==> src/rtl/eth_udp_pkg.sv <==
// eth_udp_pkg
// Shared definitions for the UDP receive-side port demultiplexer:
//   - state_t     : demux FSM encoding (also exported on the debug port)
//   - UDP_HDR_LEN : size of the UDP header counted by the UDP length field
//   - CH_W        : width of the channel index (covers up to 16 channels)
//   - sat_inc16() : 16-bit increment that sticks at 16'hFFFF
package eth_udp_pkg;

    typedef enum logic [1:0] {
        ST_IDLE    = 2'd0,
        ST_HDR     = 2'd1,
        ST_PAYLOAD = 2'd2,
        ST_DROP    = 2'd3
    } state_t;

    localparam logic [15:0] UDP_HDR_LEN = 16'd8;
    localparam int          CH_W        = 4;

    function automatic logic [15:0] sat_inc16(input logic [15:0] v);
        return (v == 16'hFFFF) ? v : v + 16'd1;
    endfunction

endpackage

==> src/rtl/eth_udp_rx_port_demux.sv <==
// eth_udp_rx_port_demux
// Steers one UDP frame (header + byte payload) at a time to one of N_CH
// consumer channels selected by destination port PORT_BASE..PORT_BASE+N_CH-1.
// Frames from a source IP outside the masked filter, or to a port outside the
// window, are consumed and counted. The payload length is reported as
// UDP length - 8, and a last beat whose running byte count disagrees with it
// is flagged on m_axis_user and counted.
//
// Ports:
//   logic_clk, rst_n            clock, asynchronous active-low reset
//   s_udp_hdr_*                 UDP header input (source IP, dest port, length)
//   s_udp_axis_*                payload byte stream input
//   m_hdr_valid/ready[N_CH]     per-channel header handshake
//   m_source_ip, m_length       header fields shared by all channels
//   m_axis_valid/ready[N_CH]    per-channel payload handshake
//   m_axis_data/last/user       payload fields shared by all channels
//   drop_count, len_err_count   saturating status counters
//   dbg_state                   current FSM state (eth_udp_pkg::state_t)
//
// Handshakes: a transfer happens on a rising clock edge where valid and ready
// are both high. Valid never waits on ready; once raised, valid and its data
// are held until that transfer. Ready may depend combinationally on valid.
module eth_udp_rx_port_demux
    import eth_udp_pkg::*;
#(
    parameter int          N_CH      = 4,
    parameter logic [15:0] PORT_BASE = 16'd1234,
    parameter logic [31:0] IP_FILTER = {8'd192, 8'd168, 8'd1, 8'd128},
    parameter logic [31:0] IP_MASK   = 32'hFFFF_FF00
) (
    input  logic              logic_clk,
    input  logic              rst_n,

    input  logic              s_udp_hdr_valid,
    output logic              s_udp_hdr_ready,
    input  logic [31:0]       s_udp_ip_source_ip,
    input  logic [15:0]       s_udp_dest_port,
    input  logic [15:0]       s_udp_length,

    input  logic              s_udp_axis_valid,
    output logic              s_udp_axis_ready,
    input  logic [7:0]        s_udp_axis_data,
    input  logic              s_udp_axis_last,
    input  logic              s_udp_axis_user,

    output logic [N_CH-1:0]   m_hdr_valid,
    input  logic [N_CH-1:0]   m_hdr_ready,
    output logic [31:0]       m_source_ip,
    output logic [15:0]       m_length,

    output logic [N_CH-1:0]   m_axis_valid,
    input  logic [N_CH-1:0]   m_axis_ready,
    output logic [7:0]        m_axis_data,
    output logic              m_axis_last,
    output logic              m_axis_user,

    output logic [15:0]       drop_count,
    output logic [15:0]       len_err_count,
    output logic [1:0]        dbg_state
);

    state_t            state_q, state_d;
    logic [CH_W-1:0]   ch_q;
    logic [31:0]       source_ip_q;
    logic [15:0]       length_q;
    logic [15:0]       byte_cnt_q;
    logic [15:0]       drop_cnt_q;
    logic [15:0]       len_err_q;

    logic [N_CH-1:0]   ch_sel;
    logic [16:0]       port_ofs;
    logic              port_in_range;
    logic              ip_match;
    logic              route_ok;
    logic              hdr_fire;
    logic              beat_fire;
    logic              sel_hdr_ready;
    logic              sel_axis_ready;
    logic [15:0]       cnt_next;
    logic              len_mismatch;

    // One 17-bit subtraction gives both the channel index and, through the
    // borrow in bit 16, whether the port lies below PORT_BASE.
    assign port_ofs      = {1'b0, s_udp_dest_port} - {1'b0, PORT_BASE};
    assign port_in_range = !port_ofs[16] && (port_ofs[15:0] < 16'(N_CH));
    assign ip_match      = ((s_udp_ip_source_ip ^ IP_FILTER) & IP_MASK) == 32'd0;
    assign route_ok      = port_in_range && ip_match;

    assign hdr_fire      = s_udp_hdr_valid && s_udp_hdr_ready;
    assign beat_fire     = s_udp_axis_valid && s_udp_axis_ready;
    assign cnt_next      = byte_cnt_q + 16'd1;
    assign len_mismatch  = (cnt_next != length_q);

    always_comb begin
        ch_sel = '0;
        for (int k = 0; k < N_CH; k++) begin
            ch_sel[k] = (ch_q == CH_W'(k));
        end
    end

    assign sel_hdr_ready  = |(m_hdr_ready & ch_sel);
    assign sel_axis_ready = |(m_axis_ready & ch_sel);

    // State register
    always_ff @(posedge logic_clk or negedge rst_n) begin
        if (!rst_n) begin
            state_q <= ST_IDLE;
        end else begin
            state_q <= state_d;
        end
    end

    // Next-state logic
    always_comb begin
        state_d = state_q;
        case (state_q)
            ST_IDLE: begin
                if (hdr_fire) begin
                    state_d = route_ok ? ST_HDR : ST_DROP;
                end
            end
            ST_HDR: begin
                if (sel_hdr_ready) begin
                    state_d = ST_PAYLOAD;
                end
            end
            ST_PAYLOAD, ST_DROP: begin
                if (beat_fire && s_udp_axis_last) begin
                    state_d = ST_IDLE;
                end
            end
            default: state_d = ST_IDLE;
        endcase
    end

    // Output logic
    always_comb begin
        s_udp_hdr_ready  = 1'b0;
        s_udp_axis_ready = 1'b0;
        m_hdr_valid      = '0;
        m_axis_valid     = '0;
        m_axis_user      = s_udp_axis_user;
        case (state_q)
            ST_IDLE: begin
                s_udp_hdr_ready = 1'b1;
            end
            ST_HDR: begin
                m_hdr_valid = ch_sel;
            end
            ST_PAYLOAD: begin
                m_axis_valid     = ch_sel & {N_CH{s_udp_axis_valid}};
                s_udp_axis_ready = sel_axis_ready;
                if (s_udp_axis_last) begin
                    m_axis_user = s_udp_axis_user | len_mismatch;
                end
            end
            ST_DROP: begin
                s_udp_axis_ready = 1'b1;
            end
            default: ;
        endcase
    end

    // Header capture, byte counting and status counters
    always_ff @(posedge logic_clk or negedge rst_n) begin
        if (!rst_n) begin
            ch_q        <= '0;
            source_ip_q <= '0;
            length_q    <= '0;
            byte_cnt_q  <= '0;
            drop_cnt_q  <= '0;
            len_err_q   <= '0;
        end else begin
            if (hdr_fire) begin
                source_ip_q <= s_udp_ip_source_ip;
                ch_q        <= port_ofs[CH_W-1:0];
                length_q    <= (s_udp_length < UDP_HDR_LEN) ? 16'd0
                                                            : s_udp_length - UDP_HDR_LEN;
                if (!route_ok) begin
                    drop_cnt_q <= sat_inc16(drop_cnt_q);
                end
            end
            if (state_q == ST_HDR && sel_hdr_ready) begin
                byte_cnt_q <= '0;
            end
            if (state_q == ST_PAYLOAD && beat_fire) begin
                byte_cnt_q <= cnt_next;
                if (s_udp_axis_last && len_mismatch) begin
                    len_err_q <= sat_inc16(len_err_q);
                end
            end
        end
    end

    assign m_source_ip   = source_ip_q;
    assign m_length      = length_q;
    assign m_axis_data   = s_udp_axis_data;
    assign m_axis_last   = s_udp_axis_last;
    assign drop_count    = drop_cnt_q;
    assign len_err_count = len_err_q;
    assign dbg_state     = state_q;

endmodule

==> config.mk <==
export PLATFORM = sky130hd
export DESIGN_NAME = eth_udp_rx_port_demux
export DESIGN_NICKNAME = d
export VERILOG_FILES = /design/src/rtl/eth_udp_pkg.sv /design/src/rtl/eth_udp_rx_port_demux.sv
export SDC_FILE = /design/constraint.sdc
export NUM_CORES = 1
export LEC_CHECK = 0
export CAP_MARGIN = 15
export CORE_MARGIN = 3
export CORE_UTILIZATION = 40
export CTS_BUF_LIST = sky130_fd_sc_hd__clkbuf_4 sky130_fd_sc_hd__clkbuf_8
export DETAILED_ROUTE_END_ITERATION = 8
export DONT_BUFFER_PORTS = 1
export PLACE_DENSITY_LB_ADDON = 0.05
export SLEW_MARGIN = 10
export SYNTH_ARGS = -nofsm -noshare
export SYNTH_HDL_FRONTEND = slang
export SYNTH_SLANG_ARGS = --single-unit
==> constraint.sdc <==
create_clock -name logic_clk -period 10.7 [get_ports logic_clk]
set_clock_uncertainty 0.05 [all_clocks]
set_input_delay 3.21 -clock logic_clk [delete_from_list [all_inputs] [get_ports logic_clk]]
set_output_delay 3.21 -clock logic_clk [all_outputs]
set_load 0.005 [all_outputs]
* Word level (Yosys, flattened, before mapping)
Index checks and enable logic that the tools add are counted.
Word-level totals: bits in registers 102, latch bits 0, memory bits (writable) 0, bits in read-only memories 0, bits of input ports 86, memories kept 0
Operators by class: add/sub/neg operators 5, multipliers 0, div/mod/pow operators 0, $lt $le $gt $ge 2, equal/unequal tests 12, shifts and indexed selects 0, muxes and demuxes 14, bitwise operators 8, reductions and logical operators 19
Operators with widths (number):
- $add A16 B1 Y16 const B | 3
- $mux W16 | 3
- $eq A16 B16 Y1 const B | 2
- $logic_not A32 Y1 | 1
- $sub A16 B11 Y17 const B | 1
- $lt A16 B3 Y1 const B | 1
- $lt A16 B4 Y1 const B | 1
- $ne A16 B16 Y1 | 1
- $sub A16 B4 Y16 const B | 1
- $and A4 B4 Y4 | 3
- $reduce_and A3 Y1 | 3
- $eq A4 B2 Y1 const B | 2
- $logic_and A1 B1 Y1 | 8
- $mux W2 | 4
- $mux W4 | 2
- $reduce_or A4 Y1 | 2
- $not A7 Y7 | 1
- $ne A2 B2 Y1 const B | 3
- $pmux W2 S3 | 1
- $eq A2 B2 Y1 const B | 2
- $eq A4 B1 Y1 const B | 1
- $logic_not A4 Y1 | 1
- $mux W1 | 3
- $not A1 Y1 | 3
- 7 further kinds | 7

* Logic depth before layout (Yosys ltp)
depth in word-level cells 8, gate-level depth with buffers 11, depth with buffers taken out 10

* Worst setup path before layout
No wires, ideal clock.
path type input port to output port, start point input m_axis_ready[1], end point output s_udp_axis_ready, arrival time 3665 ps, data required time 7440 ps, path slack 3775 ps, cell stages on the path 3, cell sequence mux2i_1 > o22ai_1 > o21a_1
On the way: cells in the longest elaborated chain, start to end 3
RTL lines:
- start, declared | line eth_udp_rx_port_demux.sv:52 | input logic [N_CH-1:0] m_axis_ready,
- $and A4 B4 Y4 | line eth_udp_rx_port_demux.sv:102 | assign sel_axis_ready = |(m_axis_ready & ch_sel);
- $reduce_or A4 Y1 | line eth_udp_rx_port_demux.sv:102
- $pmux W1 S2 | line eth_udp_rx_port_demux.sv:143 | case (state_q)
- end, declared | line eth_udp_rx_port_demux.sv:41 | output logic s_udp_axis_ready,
No other way between the ends.

* Worst setup path in the final report
Ends and elaborated chain as after synthesis.

==> impl_metrics.env <==
export IMPL_clk_pin_slew_ns=0.09
export IMPL_yosys_area_top_type="dfrtp_1"
export IMPL_r2r_end="len_err_count[1]"
export IMPL_setup_viol=0
export IMPL_antenna_found_initial=0
export IMPL_slew_headroom=0.458
export IMPL_power_density_nw_per_um2=200
export IMPL_drc=0
export IMPL_critPathCaptureType="output pin"
export IMPL_finalHoldViolations=0
export IMPL_worst_slew_pin_slew_ns=0.810
export IMPL_hold_path_depth=1
export IMPL_r2r_start="byte_cnt_q[0]"
export IMPL_cts_buffers=9
export IMPL_ctsLongestPathBuffers=2
export IMPL_arrival_ns=3.77
export IMPL_yosysSeqAreaShare=0.456
export IMPL_min_path_type="flop to flop"
export IMPL_intPower_mw=0.741
export IMPL_p_sw_frac=0.370
export IMPL_wl_per_cell_um=18.7
export IMPL_die_area_um2=15500
export IMPL_dpl_hpwl_um=10800
export IMPL_seqPwrFrac=0.535
export IMPL_post_cts_buffers=0
export IMPL_cp_required_ns=7.44
export IMPL_finalCriticalPeriod_ns=7.03
export IMPL_h_tree_depth=3
export IMPL_port_buffers=0
export IMPL_path_class="input port to output pin"
export IMPL_avgViaCountPerCell=5.65
export IMPL_dr_pass1_iters=4
export IMPL_cp_max_fo=5
export IMPL_rsz0062_at_grt="no"
export IMPL_ff2ff_setup_slack_ns=7.23
export IMPL_worst_hold_slack_ns=0.460
export IMPL_dpl_cell_count=766
export IMPL_diodes=0
export IMPL_drv_slew=0
export IMPL_power_frac_clock=0.217
export IMPL_stdcell_count=783
export IMPL_yosysWarnings=0
export IMPL_clkSinkCount=102
export IMPL_synth_edf_count=0
export IMPL_io_pins=188
export IMPL_fin_ws_ns=3.67
export IMPL_cts_root_buf="clkbuf_8"
export IMPL_gp_congestion=0.838
export IMPL_synth_nets=713
export IMPL_cts_hold_buf=0
export IMPL_drt_iter0_markers=289
export IMPL_hold_path_end="byte_cnt_q[15]"
export IMPL_area_growth_pct=4.89
export IMPL_synth_cells=622
export IMPL_nets=693
export IMPL_netlist_area_um2=5600
export IMPL_grt_pass1_wl_um=24300
export IMPL_core_um2=13500
export IMPL_ant_nets=0
export IMPL_postRouteWirelength_um=14700
export IMPL_cts_tree="done"
export IMPL_p_leak_nw=2.52
export IMPL_grt_pass1_vias=4523
export IMPL_grt_ovfl_total=0
export IMPL_post_place_ws_ns=3.67
export IMPL_vias=4422
export IMPL_cts_resized=0
export IMPL_yosys_most_used_dff="dfrtp_1"
export IMPL_grt_max_degree=103
export IMPL_synthArstFlopShare=1.00
export IMPL_start_util=0.416
export IMPL_rows=42
export IMPL_drv_cap=0
export IMPL_synthTopCellsByArea="dfrtp_1 46%, nand2_1 10%, xnor2_1 8.0%, o21ai_0 3.2%, nor2_1 2.4%"
export IMPL_die_w_um=124
export IMPL_worstHoldStart="byte_cnt_q[15]"
export IMPL_die_h_um=124
export IMPL_fill_cells=1350
export IMPL_post_route_cells_drive_above_1_share=0.0610
export IMPL_fin_crit_sh=0.657
export IMPL_ys_seq_elements=102
export IMPL_vdd_drop_max_mv=0.107
export IMPL_track_usage=0.191
export IMPL_outcome="completed"
export IMPL_syn_avg_cell_area_um2=9.00
export IMPL_reg2reg_depth=9
export IMPL_maxClockFrequency_ghz=0.142
export IMPL_power_frac_comb=0.248
export IMPL_p_sw_mw=0.435
export IMPL_worstSetupStartpointType="input port"
export IMPL_yosysTopAreaCellShare=0.456
export IMPL_finalSetupTns_ns=0
export IMPL_clk_latency_ns=0.37
export IMPL_synthDistinctLibCells=62
logic make-up (layout without fill, tap and decap cells):
family / after synthesis / in the layout / share of synthesized area
muxes: 8 / 8 / 0.0170
adders and majority gates: 5 / 5 / 0.0112
and+or+nand+nor: 302 / 302 / 0.260
xor gates and xnor gates: 62 / 62 / 0.0970
AOI/OAI and AO/OA: 99 / 99 / 0.121
buffers and inverters: 44 / 29 / 0.0384
DFF: 102 / 102 / 0.456
synthesized netlist by cell type (all sizes together) (6+ instances only):
| library cell | n |
|---|---|
| nand2 | 149 |
| nand3 | 22 |
| and2 | 7 |
| a21oi | 13 |
| o31ai | 11 |
| xnor2 | 51 |
| nand4 | 21 |
| buf | 19 |
| dfrtp | 102 |
| and3 | 14 |
| nor2 | 36 |
| nor3b | 6 |
| nor3 | 15 |
| xor2 | 11 |
| o21ai | 37 |
| nor4 | 8 |
| clkbuf | 15 |
| inv | 10 |
worst max path at each step:
stage | from | to | slack [ns] | cells after the start
2_1_floorplan | m_axis_ready[1] | s_udp_axis_ready | 3.78 | 3
3_3_place_gp | m_axis_ready[1] | s_udp_axis_ready | 3.70 | 3
3_5_place_dp | m_axis_ready[1] | s_udp_axis_ready | 3.67 | 3
4_1_cts | m_axis_ready[1] | s_udp_axis_ready | 3.67 | 3
5_1_grt | byte_cnt_q[0] | m_axis_user | 3.54 | 8
6_report | m_axis_ready[1] | s_udp_axis_ready | 3.67 | 3
through the flow:
step           area [um2]   util  power [mW]
6_report             5870  0.436        1.18
5_1_grt              5870  0.436        1.27
4_1_cts              5860  0.436        1.20
3_5_place_dp         5660  0.421       0.937
3_3_place_gp         5660  0.421       0.925
2_1_floorplan        5600      -       0.841
registers in the layout, summed over array words and instances, names as in the netlist:
signal / flops
drop_count: 16
m_source_ip: 32
byte_cnt_q: 16
m_length: 16
len_err_count: 16
ch_q: 4
dbg_state: 2
routing by layer:
| metal | share of wire | global-route usage | up-vias |
|---|---|---|---|
| met4 | 0.017 | 0.0632 | 0 |
| met2 | 0.48 | 0.311 | 135 |
| li1 | - | - | 2122 |
| met3 | 0.084 | 0.0686 | 15 |
| met1 | 0.42 | 0.237 | 2150 |
| met5 | 0 | 0 | - |
placed cells by master (no fill, tap or decap), types with 3 or more instances in the layout:
master	synthesis	routed
nand2_1	149	148
dfrtp_1	102	102
xnor2_1	51	51
nor2_1	36	36
o21ai_0	36	36
nand3_1	21	21
nand4_1	20	20
nor3_1	14	14
and3_1	14	14
a21oi_1	13	13
xor2_1	11	11
o31ai_1	11	11
inv_1	10	10
clkbuf_8	0	10
and2_1	7	7
nor3b_1	6	6
nor4_1	6	6
mux2i_1	5	5
or4_1	5	5
a22o_1	5	5
ha_1	5	5
nand2b_1	4	4
o211ai_1	4	4
nor2b_1	3	3
or3_1	3	3
o22ai_1	3	3
a31oi_1	3	3
a31o_2	3	3
o41ai_1	3	3
buf_4	9	3
critical path: stages:
cell and delay (ns):
mux2i_1 0.04, o22ai_1 0.31, o21a_1 0.21
power by group through the flow:
stage | logic [mW] | clock network, mW | registers [mW]
4_1_cts | 0.295 | 0.269 | 0.635
5_1_grt | 0.339 | 0.284 | 0.651
6_report | 0.292 | 0.255 | 0.630
3_5_place_dp | 0.297 | 0 | 0.640
2_1_floorplan | 0.258 | 0 | 0.583
3_3_place_gp | 0.285 | 0 | 0.640
cell type report:
class                      instances  area (um2)  share of cell area
multi-input combinational        476        2830               0.482
sequential                       102        2550               0.435
tap                              176         220              0.0375
clock buffer                      12         153              0.0260
clock inverter                     4        53.8             0.00916
inverter                          10        37.5             0.00639
timing repair buffer               3        22.5             0.00384
Power figures use the tool's default switching activity.
